--- src/rtl/cpu_pkg.sv ---
// cpu_pkg: shared types and constants for the MIPS front end.
// Holds fetch FSM states, the IF/ID bundle, word size and PC step.
package cpu_pkg;

  localparam int WORD = 32;

  localparam logic [WORD-1:0] PC_INC = 32'd4;

  localparam logic [WORD-1:0] DEF_RESET_PC = 32'h0000_0000;

  typedef enum logic [1:0] {
    IDLE,
    FETCH,
    HOLD
  } fetch_state_t;

  typedef struct packed {
    logic            valid;
    logic [WORD-1:0] instr;
    logic [WORD-1:0] pcplus4;
  } if_id_t;

endpackage

--- src/rtl/if_id_reg.sv ---
// if_id_reg: IF/ID pipeline register, flush > stall > load > bubble.
// Ports: clk, rst_n, flush, stall, load, instr, pcplus4 in; q out.
module if_id_reg
  import cpu_pkg::*;
(
  input  logic            clk,
  input  logic            rst_n,
  input  logic            flush,
  input  logic            stall,
  input  logic            load,
  input  logic [WORD-1:0] instr,
  input  logic [WORD-1:0] pcplus4,
  output if_id_t          q
);

  always_ff @(posedge clk or negedge rst_n) begin
    if (!rst_n) begin
      q <= '0;
    end else begin
      priority case (1'b1)
        flush: q.valid <= 1'b0;
        stall: q <= q;
        load: begin
          q.valid   <= 1'b1;
          q.instr   <= instr;
          q.pcplus4 <= pcplus4;
        end
        default: q.valid <= 1'b0;
      endcase
    end
  end

endmodule

--- src/rtl/fetch_stage.sv ---
// fetch_stage: PC, fetch FSM, kill flag, hold buffer and IF/ID.
// Ports: imem req/addr/ack/data, stall, redirect(+Pc), ifid*, bubbleCount.
// Optional FETCH_BUBBLE_CNT_EN enables the saturating bubble counter.
module fetch_stage
  import cpu_pkg::*;
#(
  parameter logic [WORD-1:0] RESET_PC = DEF_RESET_PC
) (
  input  logic            clk,
  input  logic            rst_n,
  output logic            imemReq,
  output logic [WORD-1:0] imemAddr,
  input  logic            imemAck,
  input  logic [WORD-1:0] imemData,
  input  logic            stall,
  input  logic            redirect,
  input  logic [WORD-1:0] redirectPc,
  output logic            ifidValid,
  output logic [WORD-1:0] ifidInstr,
  output logic [WORD-1:0] ifidPcPlus4,
  output logic [15:0]     ifidImm,
  output logic [WORD-1:0] bubbleCount
);

  fetch_state_t    state;
  logic [WORD-1:0] pc;
  logic [WORD-1:0] tgt;
  logic [WORD-1:0] hbuf;
  logic            kill;

  logic [WORD-1:0] rtgt;
  logic [WORD-1:0] pc4;
  logic            in_fetch;
  logic            in_hold;
  logic            take;
  logic            fload;
  logic            hload;
  logic            load;
  logic [WORD-1:0] ld_instr;
  if_id_t          ifid;

  assign rtgt     = redirectPc & ~32'h3;
  assign pc4      = pc + PC_INC;
  assign in_fetch = (state == FETCH);
  assign in_hold  = (state == HOLD);
  assign take     = in_fetch && imemAck;
  assign fload    = take && !redirect && !kill && !stall;
  assign hload    = in_hold && !redirect && !stall;
  assign load     = fload || hload;
  assign ld_instr = in_hold ? hbuf : imemData;

  assign imemReq  = in_fetch;
  assign imemAddr = pc;

  always_ff @(posedge clk or negedge rst_n) begin
    if (!rst_n) begin
      state <= IDLE;
      pc    <= RESET_PC;
      tgt   <= '0;
      hbuf  <= '0;
      kill  <= 1'b0;
    end else begin
      unique case (state)
        IDLE: begin
          state <= FETCH;
          if (redirect) pc <= rtgt;
        end
        FETCH: begin
          if (imemAck) begin
            if (redirect) begin
              pc   <= rtgt;
              kill <= 1'b0;
            end else if (kill) begin
              pc   <= tgt;
              kill <= 1'b0;
            end else if (stall) begin
              hbuf  <= imemData;
              state <= HOLD;
            end else begin
              pc <= pc4;
            end
          end else if (redirect) begin
            // request stays on the bus; its data is dropped at ack
            kill <= 1'b1;
            tgt  <= rtgt;
          end
        end
        HOLD: begin
          if (redirect) begin
            pc    <= rtgt;
            state <= FETCH;
          end else if (!stall) begin
            pc    <= pc4;
            state <= FETCH;
          end
        end
        default: state <= IDLE;
      endcase
    end
  end

  if_id_reg u_if_id (
    .clk     (clk),
    .rst_n   (rst_n),
    .flush   (redirect),
    .stall   (stall),
    .load    (load),
    .instr   (ld_instr),
    .pcplus4 (pc4),
    .q       (ifid)
  );

  assign ifidValid   = ifid.valid;
  assign ifidInstr   = ifid.instr;
  assign ifidPcPlus4 = ifid.pcplus4;
  assign ifidImm     = ifid.instr[15:0];

`ifdef FETCH_BUBBLE_CNT_EN
  logic [WORD-1:0] bcnt;
  logic            nvalid;

  // mirrors if_id_reg priority: value of valid after this edge
  assign nvalid = redirect ? 1'b0 :
                  stall    ? ifid.valid : load;

  always_ff @(posedge clk or negedge rst_n) begin
    if (!rst_n) begin
      bcnt <= '0;
    end else if (!nvalid && bcnt != 32'hFFFF_FFFF) begin
      bcnt <= bcnt + 32'd1;
    end
  end

  assign bubbleCount = bcnt;
`else
  assign bubbleCount = '0;
`endif

endmodule

--- config.mk ---
export PLATFORM = sky130hd
export DESIGN_NAME = fetch_stage
export DESIGN_NICKNAME = d
export VERILOG_FILES = /design/src/rtl/cpu_pkg.sv /design/src/rtl/if_id_reg.sv /design/src/rtl/fetch_stage.sv
export SDC_FILE = /design/constraint.sdc
export NUM_CORES = 1
export LEC_CHECK = 0
export CAP_MARGIN = 20
export CORE_MARGIN = 2
export CORE_UTILIZATION = 45
export DETAILED_ROUTE_END_ITERATION = 7
export PLACE_DENSITY = 0.74
export SLEW_MARGIN = 30
export SYNTH_ARGS = -nofsm -noshare
export SYNTH_HDL_FRONTEND = slang
export SYNTH_HIERARCHICAL = 1
export SYNTH_SLANG_ARGS = --single-unit
--- constraint.sdc ---
create_clock -name clk -period 2.9 [get_ports clk]
set_input_delay 0.58 -clock clk [delete_from_list [all_inputs] [get_ports clk]]
set_output_delay 0.58 -clock clk [all_outputs]
set_load 0.05 [all_outputs]
==> results of run 1 <==
## routing by layer
metal / GRT usage (%) / up-vias
met5: 0 / -
li1: - / 3060
met4: 8.38 / 0
met3: 3.88 / 44
met1: 29.3 / 3348
met2: 35.3 / 247
## Yosys cell counts (8+ instances only)
| library cell | number |
|---|---|
| dfrtp_1 | 160 |
| mux2_2 | 98 |
| mux2_4 | 60 |
| nor2_1 | 55 |
| buf_4 | 50 |
| nor3_1 | 31 |
| clkbuf_1 | 30 |
| nand2_1 | 29 |
| nand3_1 | 23 |
| a21oi_1 | 21 |
| xnor2_1 | 20 |
| xor2_1 | 18 |
| o21ai_0 | 14 |
| a221oi_1 | 13 |
| nand4_1 | 11 |
| inv_1 | 9 |
| a211oi_1 | 8 |
| buf_1 | 8 |
| or3_1 | 8 |
## cells in the final DEF, fill, tap and decap left out, types with 5 or more instances in the layout
cell,netlist,final
clkdlybuf4s50_1,0,177
dfrtp_1,160,160
mux2_2,98,98
mux2_4,60,60
nor2_1,55,55
conb_1,1,36
buf_4,50,34
nor3_1,31,30
nand2_1,29,29
nand3_1,23,23
a21oi_1,21,21
xnor2_1,20,20
xor2_1,18,18
clkbuf_16,0,17
o21ai_0,14,14
a221oi_1,13,13
nand4_1,11,11
inv_1,9,9
or3_1,8,8
a211oi_1,8,8
buf_12,6,8
o211ai_1,7,7
or4_1,6,6
nor4_1,5,5
nand2b_1,5,5
mux2i_1,5,5
## layout make-up
| type | count | area, um2 | share of cell area, % |
|---|---|---|---|
| diodes | 1 | 2.50 | 0.0218 |
| clock buffers | 20 | 447 | 3.89 |
| clock inverters | 10 | 138 | 1.20 |
| inverters | 9 | 33.8 | 0.294 |
| multi-input cells | 541 | 4340 | 37.7 |
| flip-flops and latches | 160 | 4000 | 34.8 |
| well taps | 265 | 332 | 2.89 |
| repair buffers | 220 | 2200 | 19.1 |
## power groups by stage
stage	combinational (mW)	sequential, mW	clock (mW)
after detailed placement	8.38	4.25	0
after CTS	8.41	4.23	2.32
after global placement	8.23	4.22	0
final	8.39	4.24	2.27
after floorplan	4.07	6.01	0
after global routing	8.87	4.40	2.41
## logic make-up (layout without fill, tap and decap cells)
| group | count (synthesis) | count (layout) | synth area share [%] |
|---|---|---|---|
| fa+ha+maj | 5 | 5 | 0.701 |
| compound gates | 93 | 93 | 7.32 |
| buf+inv | 113 | 259 | 8.16 |
| flops | 160 | 160 | 44.9 |
| other cells | 1 | 37 | 0.0420 |
| mux | 163 | 163 | 23.0 |
| xor+xnor | 38 | 38 | 3.73 |
| simple gates | 206 | 206 | 12.1 |
## registers in the layout, indices dropped and copies added, names as in the netlist
name	count
state	2
tgt	30
imemAddr	30
kill	1
u_if_id/q	65
hbuf	32
## critical path, cell delays in order, from the launching register on
cell	delay, ns
dfrtp_1	0.42
inv_1	0.09
ha_1	0.30
clkdlybuf4s50_1	0.90
## worst max path at each step
stage                   from           end  slack (ns)
floorplan           state[1]  u_if_id/q[0]        0.29
global placement    redirect  imemAddr[19]        0.23
detailed placement  redirect  imemAddr[29]        0.16
CTS                 state[1]       imemReq        0.16
global route        state[1]       imemReq        0.08
finish              state[1]       imemReq        0.18
==> flow_summary.toml, run 1 <==
[global_routing]
grt_pass1_vias = 6553
grt_pass1_wl_mm = 35.2
overflow = 0
track_usage_pct = 21.8
antenna_found_initial = 1
grt_max_degree = 59

[timing]
max_clock_freq_ghz = 0.368
setup_viol = 0
finalCriticalPeriod_ns = 2.72
fin_crit_sh_pct = 93.7
hold_ws_ns = 0.119
hold_viol_final = 0
drv_slew = 0
rsz0062_at_grt = "false"
worst_pin_slew_ns = 0.578
setup_ws_ns = 0.183
relSlewSlack_pct = 60.9
skew_ns = 0.00959
finalSetupTns_ns = 0

[placed_design]
dp_cells = 1195
place_area_um2 = 10900
place_congestion = 0.869
hpwl_mm = 15.5
numPortBuffers = 178
dp_worst_setup_slack_ns = 0.160

[worst_setup_path]
arrival_ns = 2.14
crit_path_start_kind = "flip-flop"
critPathKind = "flip-flop to primary output"
cp.required_ns = 2.32
reg2reg_to = "imemAddr[29]"
worst-r2r-cell-count = 8
end_kind = "primary output"
path_max_fanout = 8
reg2reg_slack_ns = 0.22
r2r_start = "state[1]"

[synthesis]
synth_area_leaders = "dfrtp_1 45%, mux2_2 12%, mux2_4 10%, buf_4 4.2%, nor2_1 2.3%"
ys_ff_latch = 160
syn-instance-count = 779
synth_top_area_share_pct = 44.9
async_reset_ff_share_pct = 100
yosysWarnings = 6
ys.flop_type = "dfrtp_1"
synth_edf_count = 0
synthesis.area_um2 = 8920
post-synth-top-area-cell = "dfrtp_1"
yosysSeqAreaShare_pct = 44.9
syn_area_per_cell_um2 = 11.5
netlist-cell-type-count = 62

[layout]
drive_above_1_share_pct = 24.9
postLayoutCoreUtil_pct = 59.0
fillers = 1638
fin_cells = 1226
final_area_um2 = 11500
nets = 1023
area_growth_pct = 28.8

[clock_tree]
h-tree-depth = 4
clockBufferDepth = 2
root_buffer = "clkbuf_16"
clock-sinks = 160
postCtsSetupBuffers = 0
numCtsBuffers = 17
cts_tree = "done"
postCtsResizedCells = 0
clkLatencyLatePin_ns = 0.43
clk_pin_slew_worst_paths_ns = 0.06
cts_hold_buf = 0

[routing]
routed.top_layer = "met4"
firstDrtPassIters = 5
wl_met3_mm = 1.36
ant_nets = 0
avgRoutedWirePerCell_um = 18.3
drt_iter0_drc = 396
drt-met1-wl_mm = 9.68
routed-wl-met2_mm = 10.9
viasPerCell = 5.46
routed_wl_mm = 22.5
vias = 6699
post-route-drc-count = 0

[power]
p_comb_share_pct = 56.3
p_sw_mw = 6.86
p_per_area_nw_per_um2 = 1300
p_total_mw = 14.9
leakage_nw = 4.80
ir_drop_uv = 739
switching_share_pct = 46.0
seqPwrFrac_pct = 28.4
p_clk_share_pct = 15.2
intPower_mw = 8.04

[die]
placementRows = 51
num_io_pins = 215
dieArea_um2 = 21000
core_region_area_um2 = 19500
dieHeight_um = 145
fp.dieW_um = 145
start_util_pct = 45.8

[status]
status = "completed"

[min_path]
hold_class = "primary input to asynchronous set/reset pin"

[run]
maxCapViolCount = 0
(Power assumes the default switching activity.)
==> inputs of run 2 (changes only) <==
CORE_UTILIZATION = 51   (was 45)
PLACE_DENSITY = 0.82   (was 0.74)
==> run 2 against run 1 <==
Against the previous run:
- critical path type unchanged
- clock power is 8% higher
- critical path depth stayed put
- clock skew is 0.00097 ns higher
- wire length is 1.3% lower
- power is 1.0% higher
- count of clock-buffer cells in the layout stayed put
- via count hardly changed
- worst hold slack worse by 0.092 ns
- critical endpoint unchanged
- worst setup slack worse by 0.10 ns
- die area is 11% lower
==> flow_summary.toml, run 2 (same netlist as run 1, synthesis figures left out) <==
[clock_tree]
numCtsBuffers = 17
clk_pin_slew_worst_paths_ns = 0.06
postCtsSetupBuffers = 0
clock-sinks = 160
root_buffer = "clkbuf_16"
h-tree-depth = 4
cts_tree = "done"
cts_hold_buf = 0
clockBufferDepth = 2
postCtsResizedCells = 0
clkLatencyLatePin_ns = 0.43

[timing]
max_clock_freq_ghz = 0.355
hold_viol_final = 0
drv_slew = 0
relSlewSlack_pct = 60.7
worst_pin_slew_ns = 0.588
setup_viol = 0
fin_crit_sh_pct = 97.1
rsz0062_at_grt = "false"
finalSetupTns_ns = 0
skew_ns = 0.0106
setup_ws_ns = 0.0828
finalCriticalPeriod_ns = 2.82

[power]
ir_drop_uv = 790
switching_share_pct = 45.7
seqPwrFrac_pct = 28.3
leakage_nw = 4.80
p_sw_mw = 6.88
p_clk_share_pct = 16.2
p_per_area_nw_per_um2 = 1320
p_total_mw = 15.1
intPower_mw = 8.17
p_comb_share_pct = 55.5

[layout]
antennaDiodeCount = 0
area_growth_pct = 28.2
regMostFlops = "u_if_id/q"
layout_commonest_cell = "clkdlybuf4s50_1"
largestRegisters = "u_if_id/q x65, hbuf x32"
drive_above_1_share_pct = 24.9
largest_reg_flops = 65
final_area_um2 = 11400
nets = 1018
fin_cells = 1182
final_cell_mix = "177 x clkdlybuf4s50_1, 160 x dfrtp_1, 98 x mux2_2"
fillers = 1309

[global_routing]
track_usage_pct = 24.8
grt_pass1_wl_mm = 35.9
grt_max_degree = 68
overflow = 0
grt_pass1_vias = 6860
antenna_found_initial = 0

[worst_setup_path]
critPathKind = "flip-flop to primary output"
crit_path_start_kind = "flip-flop"
reg2reg_to = "u_if_id/q[63]"
reg2reg_slack_ns = 0.29
arrival_ns = 2.24
path_max_fanout = 13
end_kind = "primary output"
worst-r2r-cell-count = 9
r2r_start = "state[1]"
cp.required_ns = 2.32

[placed_design]
place_congestion = 0.896
place_area_um2 = 10800
dp_cells = 1150
hpwl_mm = 15.2
dp_worst_setup_slack_ns = 0.113
numPortBuffers = 178

[die]
start_util_pct = 51.9
dieHeight_um = 136
dieArea_um2 = 18600
num_io_pins = 215
core_region_area_um2 = 17200
placementRows = 48
fp.dieW_um = 136

[routing]
routed_wl_mm = 22.2
ant_nets = 0
vias = 6700
viasPerCell = 5.67
firstDrtPassIters = 5
post-route-drc-count = 0
avgRoutedWirePerCell_um = 18.8
drt_iter0_drc = 511

[run]
maxCapViolCount = 0

[status]
status = "completed"

[min_path]
hold_class = "primary input to asynchronous set/reset pin"
run 2: power groups by stage:
stage,clock network (mW),registers (mW),logic [mW]
after global placement,0,4.21,8.15
after detailed placement,0,4.26,8.30
after global routing,2.57,4.40,8.84
final,2.45,4.25,8.35
after CTS,2.48,4.24,8.35
after floorplan,0,6.01,4.07
run 2: cell type report:
| cell class | instances | area [um2] | area share (%) |
|---|---|---|---|
| Multi-Input combinational cell | 541 | 4340 | 37.9 |
| Sequential cell | 160 | 4000 | 35.0 |
| Timing Repair Buffer | 215 | 2140 | 18.7 |
| Clock buffer | 20 | 467 | 4.08 |
| Tap cell | 225 | 282 | 2.46 |
| Clock inverter | 12 | 180 | 1.58 |
| Inverter | 9 | 33.8 | 0.295 |
run 2: worst max-delay path: stages (launching register included):
cell and delay (ns):
dfrtp_1 0.41, inv_1 0.09, ha_1 0.40, clkdlybuf4s50_1 0.91
run 2: worst max path at each step:
stage,startpoint,end,slack [ns],cells after the start
floorplan,state[1],u_if_id/q[0],0.29,11
global placement,imemAck,u_if_id/q[63],0.12,8
detailed placement,imemAck,u_if_id/q[63],0.11,8
CTS,state[1],imemReq,0.06,3
global route,state[1],imemReq,0.02,3
finish,state[1],imemReq,0.08,3
run 2: per-layer routing:
layer | share of wire (%) | global-route usage, % | wire length, um | up-vias
met4 | 1.6 | 8.74 | 348 | 0
met5 | 0 | 0 | 0 | -
met3 | 7.2 | 4.40 | 1590 | 24
li1 | - | - | - | 3049
met2 | 49 | 40.5 | 10900 | 308
met1 | 42 | 33.2 | 9330 | 3319
run 2: metrics by stage:
stage / util [%] / hold WS [ns]
global route: 66.6 / 0.0443
floorplan: - / 0.284
detailed placement: 62.8 / 0.477
global placement: 62.8 / 0.464
CTS: 66.6 / 0.0281
finish: 66.6 / 0.0274
==> inputs of run 3 (changes only) <==
CORE_UTILIZATION = 33   (was 51)
PLACE_DENSITY = not set   (was 0.82)
RECOVER_POWER = 50   (was not set)
==> run 3 against run 2 <==
Against the previous run:
- the run now ends with capacitance limit, slew limit left
- cell count grew 9.6%
- critical path depth is the same
- design area is essentially flat
- sequential power is essentially flat
- sequential cell count is the same
- count of clock-buffer cells in the layout grew 2
- critical endpoint unchanged
- non-clock buffer count shrank 3
- register-to-register slack gained 0.05 ns
- global-route usage shrank 7.6 points
- power shrank 1.0%
==> flow_summary.toml, run 3 (same netlist as run 1, synthesis figures left out) <==
[clock_tree]
clk_pin_slew_worst_paths_ns = 0.07
cts_hold_buf = 0
numCtsBuffers = 17
postCtsResizedCells = 0
clockBufferDepth = 2
root_buffer = "clkbuf_16"
clkLatencyLatePin_ns = 0.42
cts_tree = "done"
h-tree-depth = 4
postCtsSetupBuffers = 0
clock-sinks = 160

[layout]
fillers = 2537
antennaDiodeCount = 0
largestRegisters = "u_if_id/q x65, hbuf x32"
multi_input_area_um2 = 4330
largest_reg_flops = 65
layout_commonest_cell = "clkdlybuf4s50_1"
regArea_um2 = 4000
nets = 1015
final_cell_mix = "177 x clkdlybuf4s50_1, 160 x dfrtp_1, 98 x mux2_2"
regMostFlops = "u_if_id/q"
drive_above_1_share_pct = 24.1
postLayoutCoreUtil_pct = 42.8
area_growth_pct = 28.3

[global_routing]
grt_pass1_vias = 6613
overflow = 0
grt_max_degree = 65
antenna_found_initial = 0
grt_pass1_wl_mm = 38.2
track_usage_pct = 17.2

[status]
violations = "capacitance limit, slew limit"
status = "finished, violations left"

[power]
ir_drop_uv = 585
leakage_nw = 4.74
p_per_area_nw_per_um2 = 1300

[placed_design]
hpwl_mm = 16.1
place_congestion = 0.793
numPortBuffers = 178

[worst_setup_path]
worst-r2r-cell-count = 5
reg2reg_slack_ns = 0.34
arrival_ns = 2.22
reg2reg_to = "u_if_id/q[39]"
startpoint = "state[1]"
path_max_fanout = 10
critPathKind = "flip-flop to primary output"
cp.required_ns = 2.32
r2r_start = "state[0]"
end_kind = "primary output"
crit_path_start_kind = "flip-flop"

[routing]
post-route-drc-count = 0
vias = 6583
viasPerCell = 5.08
firstDrtPassIters = 5
avgRoutedWirePerCell_um = 18.5
routed_wl_mm = 24.0
drt_iter0_drc = 488
ant_nets = 0

[timing]
fin_crit_sh_pct = 96.5
worst_pin_slew_ns = 1.68
skew_ns = 0.0219
max_clock_freq_ghz = 0.358
finalCriticalPeriod_ns = 2.80
setup_viol = 0
hold_viol_final = 0
relSlewSlack_pct = -12.3
drv_slew = 65
finalSetupTns_ns = 0
rsz0062_at_grt = "false"

[die]
fp.dieW_um = 168
placementRows = 60
core_region_area_um2 = 26700
dieHeight_um = 168
dieArea_um2 = 28400
start_util_pct = 33.4
num_io_pins = 215

[run]
maxCapViolCount = 1

[min_path]
worstHoldPathCells = 2
hold_class = "flip-flop to flip-flop"
min_to = "tgt[28]"
min_from = "tgt[28]"
[run 3: changes by cell type in the layout (fill, tap and decap cells not counted), sizes merged]
| cell | delta |
|---|---|
| buf | -9 |
| bufinv | -2 |
| clkbuf | +8 |
| clkinvlp | +1 |
| clkinv | -2 |
| inv | +1 |
[run 3: worst max-delay path by stage]
| stage | endpoint |
|---|---|
| 6_report | imemReq |
| 5_1_grt | imemReq |
| 4_1_cts | imemReq |
| 3_5_place_dp | u_if_id/q[58] |
| 3_3_place_gp | u_if_id/q[57] |
| 2_1_floorplan | u_if_id/q[0] |
[run 3: where the power goes]
part	leakage, nW	switching, mW	internal (mW)
Clock	0.278	0.971	1.33
Combinational	2.47	5.04	3.32
Sequential	1.99	0.946	3.30
[run 3: critical path: stages (launching register included)]
cell,delay [ns]
dfrtp_1,0.41
inv_1,0.09
ha_1,0.36
clkdlybuf4s50_1,0.93
[run 3: stage by stage]
step                instance area [um2]  setup slack [ns]  cells  power, mW  hold slack [ns]
finish                            11400             0.103   1295       14.9            0.496
floorplan                          9050             0.288    814       10.1            0.284
CTS                               11500            0.0730   1295       15.0            0.167
detailed placement                10900            0.0906   1263       12.6            0.478
global route                      11400            0.0118   1295       15.7            0.523
global placement                  10900            0.0997   1263       12.5            0.469
[run 3: per-layer routing]
metal	routed length, um	vias to the layer above	GRT usage, %
li1	-	3054	-
met1	11100	3288	24.4
met2	11200	220	27.0
met3	1320	21	2.70
met4	359	0	5.13
met5	0	-	0
[run 3: layout make-up]
cell class,instances,area share (%)
clock inverter,10,1.10
sequential,160,35.0
inverter,9,0.295
tap,341,3.73
multi-input combinational,541,37.8
clock buffer,22,4.06
timing repair buffer,212,18.0
